===== config.mk =====
export PLATFORM = sky130hd
export DESIGN_NAME = alu_ctrl_seq_flat
export DESIGN_NICKNAME = d
export VERILOG_FILES = /design/src/rtl/alu_ctrl_seq_if.sv /design/src/rtl/alu_ctrl_seq.sv /design/src/flat_wrapper.sv
export SDC_FILE = /design/constraint.sdc
export NUM_CORES = 1
export LEC_CHECK = 0
export CORE_ASPECT_RATIO = 1.4
export CORE_MARGIN = 4
export CORE_UTILIZATION = 52
export DETAILED_ROUTE_END_ITERATION = 10
export PLACE_DENSITY_LB_ADDON = 0.12
export SLEW_MARGIN = 20
export SYNTH_ARGS = -nofsm -noshare
export SYNTH_HDL_FRONTEND = slang
export SYNTH_SLANG_ARGS = --single-unit

===== constraint.sdc =====
create_clock -name clk -period 4.9 [get_ports clk]
set_clock_uncertainty 0.05 [all_clocks]
set_input_delay 1.47 -clock clk [delete_from_list [all_inputs] [get_ports clk]]
set_output_delay 1.47 -clock clk [all_outputs]
set_load 0.03 [all_outputs]

===== src/rtl/alu_ctrl_seq_if.sv =====
// Bus between the control sequencer and its neighbours: instruction memory
// read port, ALU function/status lines and register-file selects.
//
// Handshake: the sequencer holds mem_rd=1 with a stable mem_addr until it
// samples mem_ready=1 at a rising clk edge; that edge transfers mem_rdata.
// mem_ready is ignored whenever mem_rd=0. No other signal in this bundle
// carries a handshake.
interface alu_ctrl_seq_if;
  logic [15:0] mem_addr;
  logic        mem_rd;
  logic [15:0] mem_rdata;
  logic        mem_ready;
  logic [2:0]  fsel;
  logic [3:0]  rf_xsel;
  logic [3:0]  rf_ysel;
  logic        rf_we;
  logic [3:0]  rf_wsel;
  logic        cin;
  logic        zin;
  logic        vin;
  logic        sin;
  logic [3:0]  flags;
  logic        halted;

  // Sequencer side
  modport master (
    output mem_addr, mem_rd, fsel, rf_xsel, rf_ysel, rf_we, rf_wsel,
           flags, halted,
    input  mem_rdata, mem_ready, cin, zin, vin, sin
  );

  // Memory / datapath side
  modport slave (
    input  mem_addr, mem_rd, fsel, rf_xsel, rf_ysel, rf_we, rf_wsel,
           flags, halted,
    output mem_rdata, mem_ready, cin, zin, vin, sin
  );
endinterface


===== src/rtl/alu_ctrl_seq.sv =====
// Fetch/decode/execute control sequencer for the 16-bit datapath.
// Drives ALU function and register-file selects, latches ALU status into
// a {C,Z,V,S} flag register and uses it for conditional relative branches.
// Every output is decoded from registered state only, so the ALU status
// inputs never reach an output combinationally.
module alu_ctrl_seq #(
  parameter logic [15:0] PC_RESET = 16'h0000,
  parameter logic [3:0]  HALT_OP  = 4'hF
) (
  input  logic           clk,
  input  logic           reset,
  alu_ctrl_seq_if.master bus,
  output logic [2:0]     state_o
);

  typedef enum logic [2:0] {
    S_FETCH  = 3'd0,
    S_DECODE = 3'd1,
    S_EXEC   = 3'd2,
    S_BRANCH = 3'd3,
    S_HALT   = 3'd4
  } state_t;

  localparam logic [3:0] OP_ADD = 4'h1;
  localparam logic [3:0] OP_NEG = 4'h3;
  localparam logic [3:0] OP_NOT = 4'h4;
  localparam logic [3:0] OP_OR  = 4'h5;
  localparam logic [3:0] OP_BR  = 4'h8;

  state_t      state_q, state_d;
  logic [15:0] pc_q, pc_d;
  logic [15:0] ir_q, ir_d;
  logic [3:0]  flags_q, flags_d;   // {C,Z,V,S}
  // Low for the cycle right after a reset edge so no read is requested
  // while reset is still being applied.
  logic        run_q;
  logic        taken;
  logic [3:0]  op;

  assign op = ir_q[15:12];

  // Branch condition evaluated against the latched flags
  always_comb begin
    taken = 1'b0;
    case (ir_q[11:8])
      4'h0:    taken = 1'b1;
      4'h1:    taken = flags_q[2];
      4'h2:    taken = flags_q[3];
      4'h3:    taken = flags_q[1];
      4'h4:    taken = flags_q[0];
      4'h5:    taken = ~flags_q[2];
      4'h6:    taken = ~flags_q[3];
      4'h7:    taken = ~flags_q[0];
      default: taken = 1'b0;
    endcase
  end

  // Next-state, PC, IR and flag update
  always_comb begin
    state_d = state_q;
    pc_d    = pc_q;
    ir_d    = ir_q;
    flags_d = flags_q;
    case (state_q)
      S_FETCH: begin
        if (run_q && bus.mem_ready) begin
          ir_d    = bus.mem_rdata;
          pc_d    = pc_q + 16'd1;
          state_d = S_DECODE;
        end
      end
      S_DECODE: begin
        if (op == HALT_OP)                       state_d = S_HALT;
        else if (op >= 4'h1 && op <= 4'h7)       state_d = S_EXEC;
        else if (op == OP_BR)                    state_d = S_BRANCH;
        else                                     state_d = S_FETCH;
      end
      S_EXEC: begin
        flags_d[2] = bus.zin;
        flags_d[0] = bus.sin;
        if (op == OP_ADD) begin
          flags_d[3] = bus.cin;
          flags_d[1] = bus.vin;
        end else if (op == OP_NEG || op == OP_NOT || op == OP_OR) begin
          flags_d[3] = 1'b0;
          flags_d[1] = 1'b0;
        end
        state_d = S_FETCH;
      end
      S_BRANCH: begin
        // PC already points past the branch word
        if (taken) pc_d = pc_q + {{8{ir_q[7]}}, ir_q[7:0]};
        state_d = S_FETCH;
      end
      S_HALT:  state_d = S_HALT;
      default: state_d = S_FETCH;
    endcase
  end

  // State register with synchronous active-low reset
  always_ff @(posedge clk) begin
    if (!reset) begin
      state_q <= S_FETCH;
      pc_q    <= PC_RESET;
      ir_q    <= 16'h0000;
      flags_q <= 4'h0;
      run_q   <= 1'b0;
    end else begin
      state_q <= state_d;
      pc_q    <= pc_d;
      ir_q    <= ir_d;
      flags_q <= flags_d;
      run_q   <= 1'b1;
    end
  end

  // Outputs decoded from the registers only
  always_comb begin
    bus.mem_addr = pc_q;
    bus.mem_rd   = (state_q == S_FETCH) && run_q;
    bus.fsel     = (state_q == S_EXEC) ? ir_q[14:12] : 3'b000;
    bus.rf_we    = (state_q == S_EXEC);
    bus.rf_xsel  = ir_q[7:4];
    bus.rf_ysel  = ir_q[3:0];
    bus.rf_wsel  = ir_q[11:8];
    bus.flags    = flags_q;
    bus.halted   = (state_q == S_HALT);
    state_o      = state_q;
  end

endmodule


===== src/flat_wrapper.sv =====
// flat-port wrapper written by rule: the top's interface ports become plain ports
module alu_ctrl_seq_flat 
#(
  parameter logic [15:0] PC_RESET = 16'h0000,
  parameter logic [3:0]  HALT_OP  = 4'hF
)
  (clk, reset, state_o, bus_mem_addr, bus_mem_rd, bus_fsel, bus_rf_xsel, bus_rf_ysel, bus_rf_we, bus_rf_wsel, bus_flags, bus_halted, bus_mem_rdata, bus_mem_ready, bus_cin, bus_zin, bus_vin, bus_sin);
  alu_ctrl_seq_if bus_i ();
  input  logic clk;
  input  logic reset;
  output logic [2:0] state_o;
  output wire logic [$bits(bus_i.mem_addr)-1:0] bus_mem_addr;
  output wire logic [$bits(bus_i.mem_rd)-1:0] bus_mem_rd;
  output wire logic [$bits(bus_i.fsel)-1:0] bus_fsel;
  output wire logic [$bits(bus_i.rf_xsel)-1:0] bus_rf_xsel;
  output wire logic [$bits(bus_i.rf_ysel)-1:0] bus_rf_ysel;
  output wire logic [$bits(bus_i.rf_we)-1:0] bus_rf_we;
  output wire logic [$bits(bus_i.rf_wsel)-1:0] bus_rf_wsel;
  output wire logic [$bits(bus_i.flags)-1:0] bus_flags;
  output wire logic [$bits(bus_i.halted)-1:0] bus_halted;
  input wire logic [$bits(bus_i.mem_rdata)-1:0] bus_mem_rdata;
  input wire logic [$bits(bus_i.mem_ready)-1:0] bus_mem_ready;
  input wire logic [$bits(bus_i.cin)-1:0] bus_cin;
  input wire logic [$bits(bus_i.zin)-1:0] bus_zin;
  input wire logic [$bits(bus_i.vin)-1:0] bus_vin;
  input wire logic [$bits(bus_i.sin)-1:0] bus_sin;
  assign bus_mem_addr = bus_i.mem_addr;
  assign bus_mem_rd = bus_i.mem_rd;
  assign bus_fsel = bus_i.fsel;
  assign bus_rf_xsel = bus_i.rf_xsel;
  assign bus_rf_ysel = bus_i.rf_ysel;
  assign bus_rf_we = bus_i.rf_we;
  assign bus_rf_wsel = bus_i.rf_wsel;
  assign bus_flags = bus_i.flags;
  assign bus_halted = bus_i.halted;
  assign bus_i.mem_rdata = bus_mem_rdata;
  assign bus_i.mem_ready = bus_mem_ready;
  assign bus_i.cin = bus_cin;
  assign bus_i.zin = bus_zin;
  assign bus_i.vin = bus_vin;
  assign bus_i.sin = bus_sin;
  alu_ctrl_seq #(.PC_RESET(PC_RESET), .HALT_OP(HALT_OP)) u_core (.clk(clk), .reset(reset), .bus(bus_i), .state_o(state_o));
endmodule

==> results.yml <==
run_status:
  status: "completed"
global_routing:
  grt_max_degree: 27
  grt_use_met3_pct: 5.17
  use_met1_pct: 23.3
  grt-busiest-layer: "met2"
  grt.total_usage_pct: 22.3
  grt.overflow.total: 0
  grt_pass1_vias: 2226
  grt_pass1_wl_mm: 10.0
  grt_use_met2_pct: 42.7
  grt_antenna_before_repair: 0
power_and_ir_drop:
  power_leakage_uw: 0.00111
  p_per_area_mw_per_mm2: 235
  ir_worst_vdd_mv: 0.216
placed_design:
  place_hpwl_mm: 4.23
  place_inst: 392
  post_dp_cell_area_sq_mm: 0.00289
  portBuffers: 63
  gp_congestion: 0.878
synthesis:
  syn_area_sq_mm: 0.00233
  synth_compound_area_share_pct: 19.6
  synth-warning-count: 0
  synth.avg_cell_area_sq_um: 7.90
  ys_seq_area_share_pct: 34.4
  synth_fa_ha_area_share_pct: 4.62
  synthCells: 295
  synthSimpleGateAreaFrac_pct: 27.9
  synth_nets: 326
  yosysUniqueCellTypes: 51
  async_flop_share_pct: 0
  ys_ff_latch: 40
  synth-edff-count: 0
  synthXorXnorAreaFrac_pct: 2.63
  synth-main-ff-cell: "dfxtp_1"
  synth.area.mux_share_pct: 3.97
  synth_top_family_by_area: "simple AND/OR/NAND/NOR gates"
clock_tree:
  cts_tree: "built"
  htreeDepth: 2
  cts-resized-gates: 0
  post-cts-setup-buffer-count: 0
  clock-root-buffer: "clkbuf_8"
  cts_buffer_depth: 2
  clkLatencyLatePin_ns: 0.29
  cts_made_buffers: 5
  clk_pin_slew_ns: 0.08
  cts-hold-fix-buffers: 0
  cts_sinks: 40
worst_setup_path:
  worst_ep_required_time_ns: 3.38
  end_kind: "output pin"
  critPathKind: "reg2out"
  slowest_delay_ns: 0.72
  crit_chain: "nor3b_1 > and2_1 > clkdlybuf4s50_1"
  crit_path_top_delay_cell: "nor3b_1"
  start_kind: "flop"
  critPathArrivalTime_ns: 2.49
  cp_max_fo: 16
timing:
  drv_slew: 0
  relSlewSlack_pct: 44.7
  worst_pin_slew_ns: 0.821
  hold_viol: 0
  fmax_ghz: 0.250
  setup_tns_ns: 0
  period_share_pct: 81.8
  period_needed_ns: 4.01
  setup_violations: 0
  rsz0062_at_grt: "false"
floorplan:
  dieWidth_microns: 64.6
  die_area_sq_mm: 0.00563
  core_sq_mm: 0.00427
  die_h_microns: 87.2
  pin_count: 64
  initial_core_util_pct: 54.5
  rows: 28
detailed_routing:
  vias: 2214
  wire_per_inst_microns: 14.4
  drt_first_pass_iters: 4
  antenna_left: 0
  drc_errors: 0
  via_per_inst: 5.54
  routed_wl_mm: 5.76
  drtIter0Drc: 100
finish:
  final_common_cell: "clkdlybuf4s50_1"
  nets: 370
  antenna_cells: 0
  fin_cells: 400
  area_growth_pct: 28.5
  layout-drive-gt1-share_pct: 3.82
  fin_area_sq_mm: 0.00299
  most-common-layout-cells: "clkdlybuf4s50_1 (63), nand2_1 (54), a21oi_1 (43)"
min_path:
  min_path_type: "reg2reg"
run:
  max_cap_violations: 0
==> per-stage QoR <==
step	util [%]	setup slack, ns	power (uW)	hold WS, ns
after floorplan	-	1.23	403	0.395
after global placement	67.5	1.23	438	0.407
after detailed placement	67.5	1.16	440	0.419
after CTS	70.0	0.879	709	0.430
after global routing	70.0	0.692	731	0.459
final	70.0	0.893	702	0.426
==> area by class of cell <==
type	count	area [sq um]
Clock buffer	6	72.6
Clock inverter	2	35.0
Fill cell	375	1280
Inverter	1	3.75
Multi-Input combinational cell	227	1370
Sequential cell	40	801
Tap cell	60	75.1
Timing Repair Buffer	64	638
==> synth_stat cells (2+ instances only) <==
cell type,number,area [sq um]
and3_1,11,68.8
a211oi_1,3,22.5
xnor2_1,5,43.8
nor3_1,7,35.0
buf_2,3,15.0
nand2b_1,4,25.0
a21oi_1,43,215
nor2_1,16,60.1
o21ai_0,9,45.0
o21a_1,4,30.0
nand2_1,54,203
and2_1,5,31.3
a21o_1,2,15.0
or3_1,5,31.3
dfxtp_1,40,801
buf_4,12,90.1
o31ai_1,2,15.0
nand3_1,5,25.0
nor3b_1,3,22.5
nor4_1,2,12.5
or4_1,5,37.5
o211ai_1,3,22.5
ha_1,7,87.6
mux2i_1,7,70.1
nand4b_1,2,17.5
xor2_1,2,17.5
clkbuf_1,10,37.5
==> metal layers <==
metal | vias to the layer above | routed length, microns
li1 | 1126 | -
met1 | 1033 | 2320
met2 | 49 | 3100
met3 | 6 | 265
met4 | 0 | 72
met5 | - | 0
==> cells by family (layout without fill, tap and decap cells) <==
family,after synthesis,after routing
buffers and inverters,28,73
xor gates and xnor gates,7,7
AOI/OAI and AO/OA,76,76
and+or+nand+nor,128,128
adders and majority gates,8,8
muxes,8,8
DFF,40,40
==> final timing paths <==
kind	from	end	slack, ns	depth (start not counted)
max	u_core.state_o[1]$_SDFFE_PN0P_	bus_fsel[2]	0.89	3
max reg2reg	u_core.state_o[0]$_SDFFE_PN0P_	u_core.bus.mem_addr[14]$_SDFFE_PN0P_	1.44	11
min reg2reg	u_core.bus.mem_addr[15]$_SDFFE_PN0P_	u_core.bus.mem_addr[15]$_SDFFE_PN0P_	0.43	2
min	u_core.bus.mem_addr[15]$_SDFFE_PN0P_	u_core.bus.mem_addr[15]$_SDFFE_PN0P_	0.43	2
==> power breakdown <==
part	switching [uW]	internal (uW)	leakage (uW)
sequential	10.4	334	0.000325
clock	119	151	0.0000552
combinational	47.5	39.9	0.000730
==> state kept, by name, indices dropped and copies added, names as in the netlist <==
register,count
u_core.state_o,3
u_core.bus.flags,4
u_core.bus.mem_addr,16
u_core.ir_q,16
u_core.run_q,1
==> worst max-delay path: cells and delay by family, from the launching register on <==
family	cells	cell delay (ns)
buffers and inverters	1	0.67
and+or+nand+nor	2	0.95
DFF	1	0.58
No activity file was read; power rests on OpenSTA's default activity.
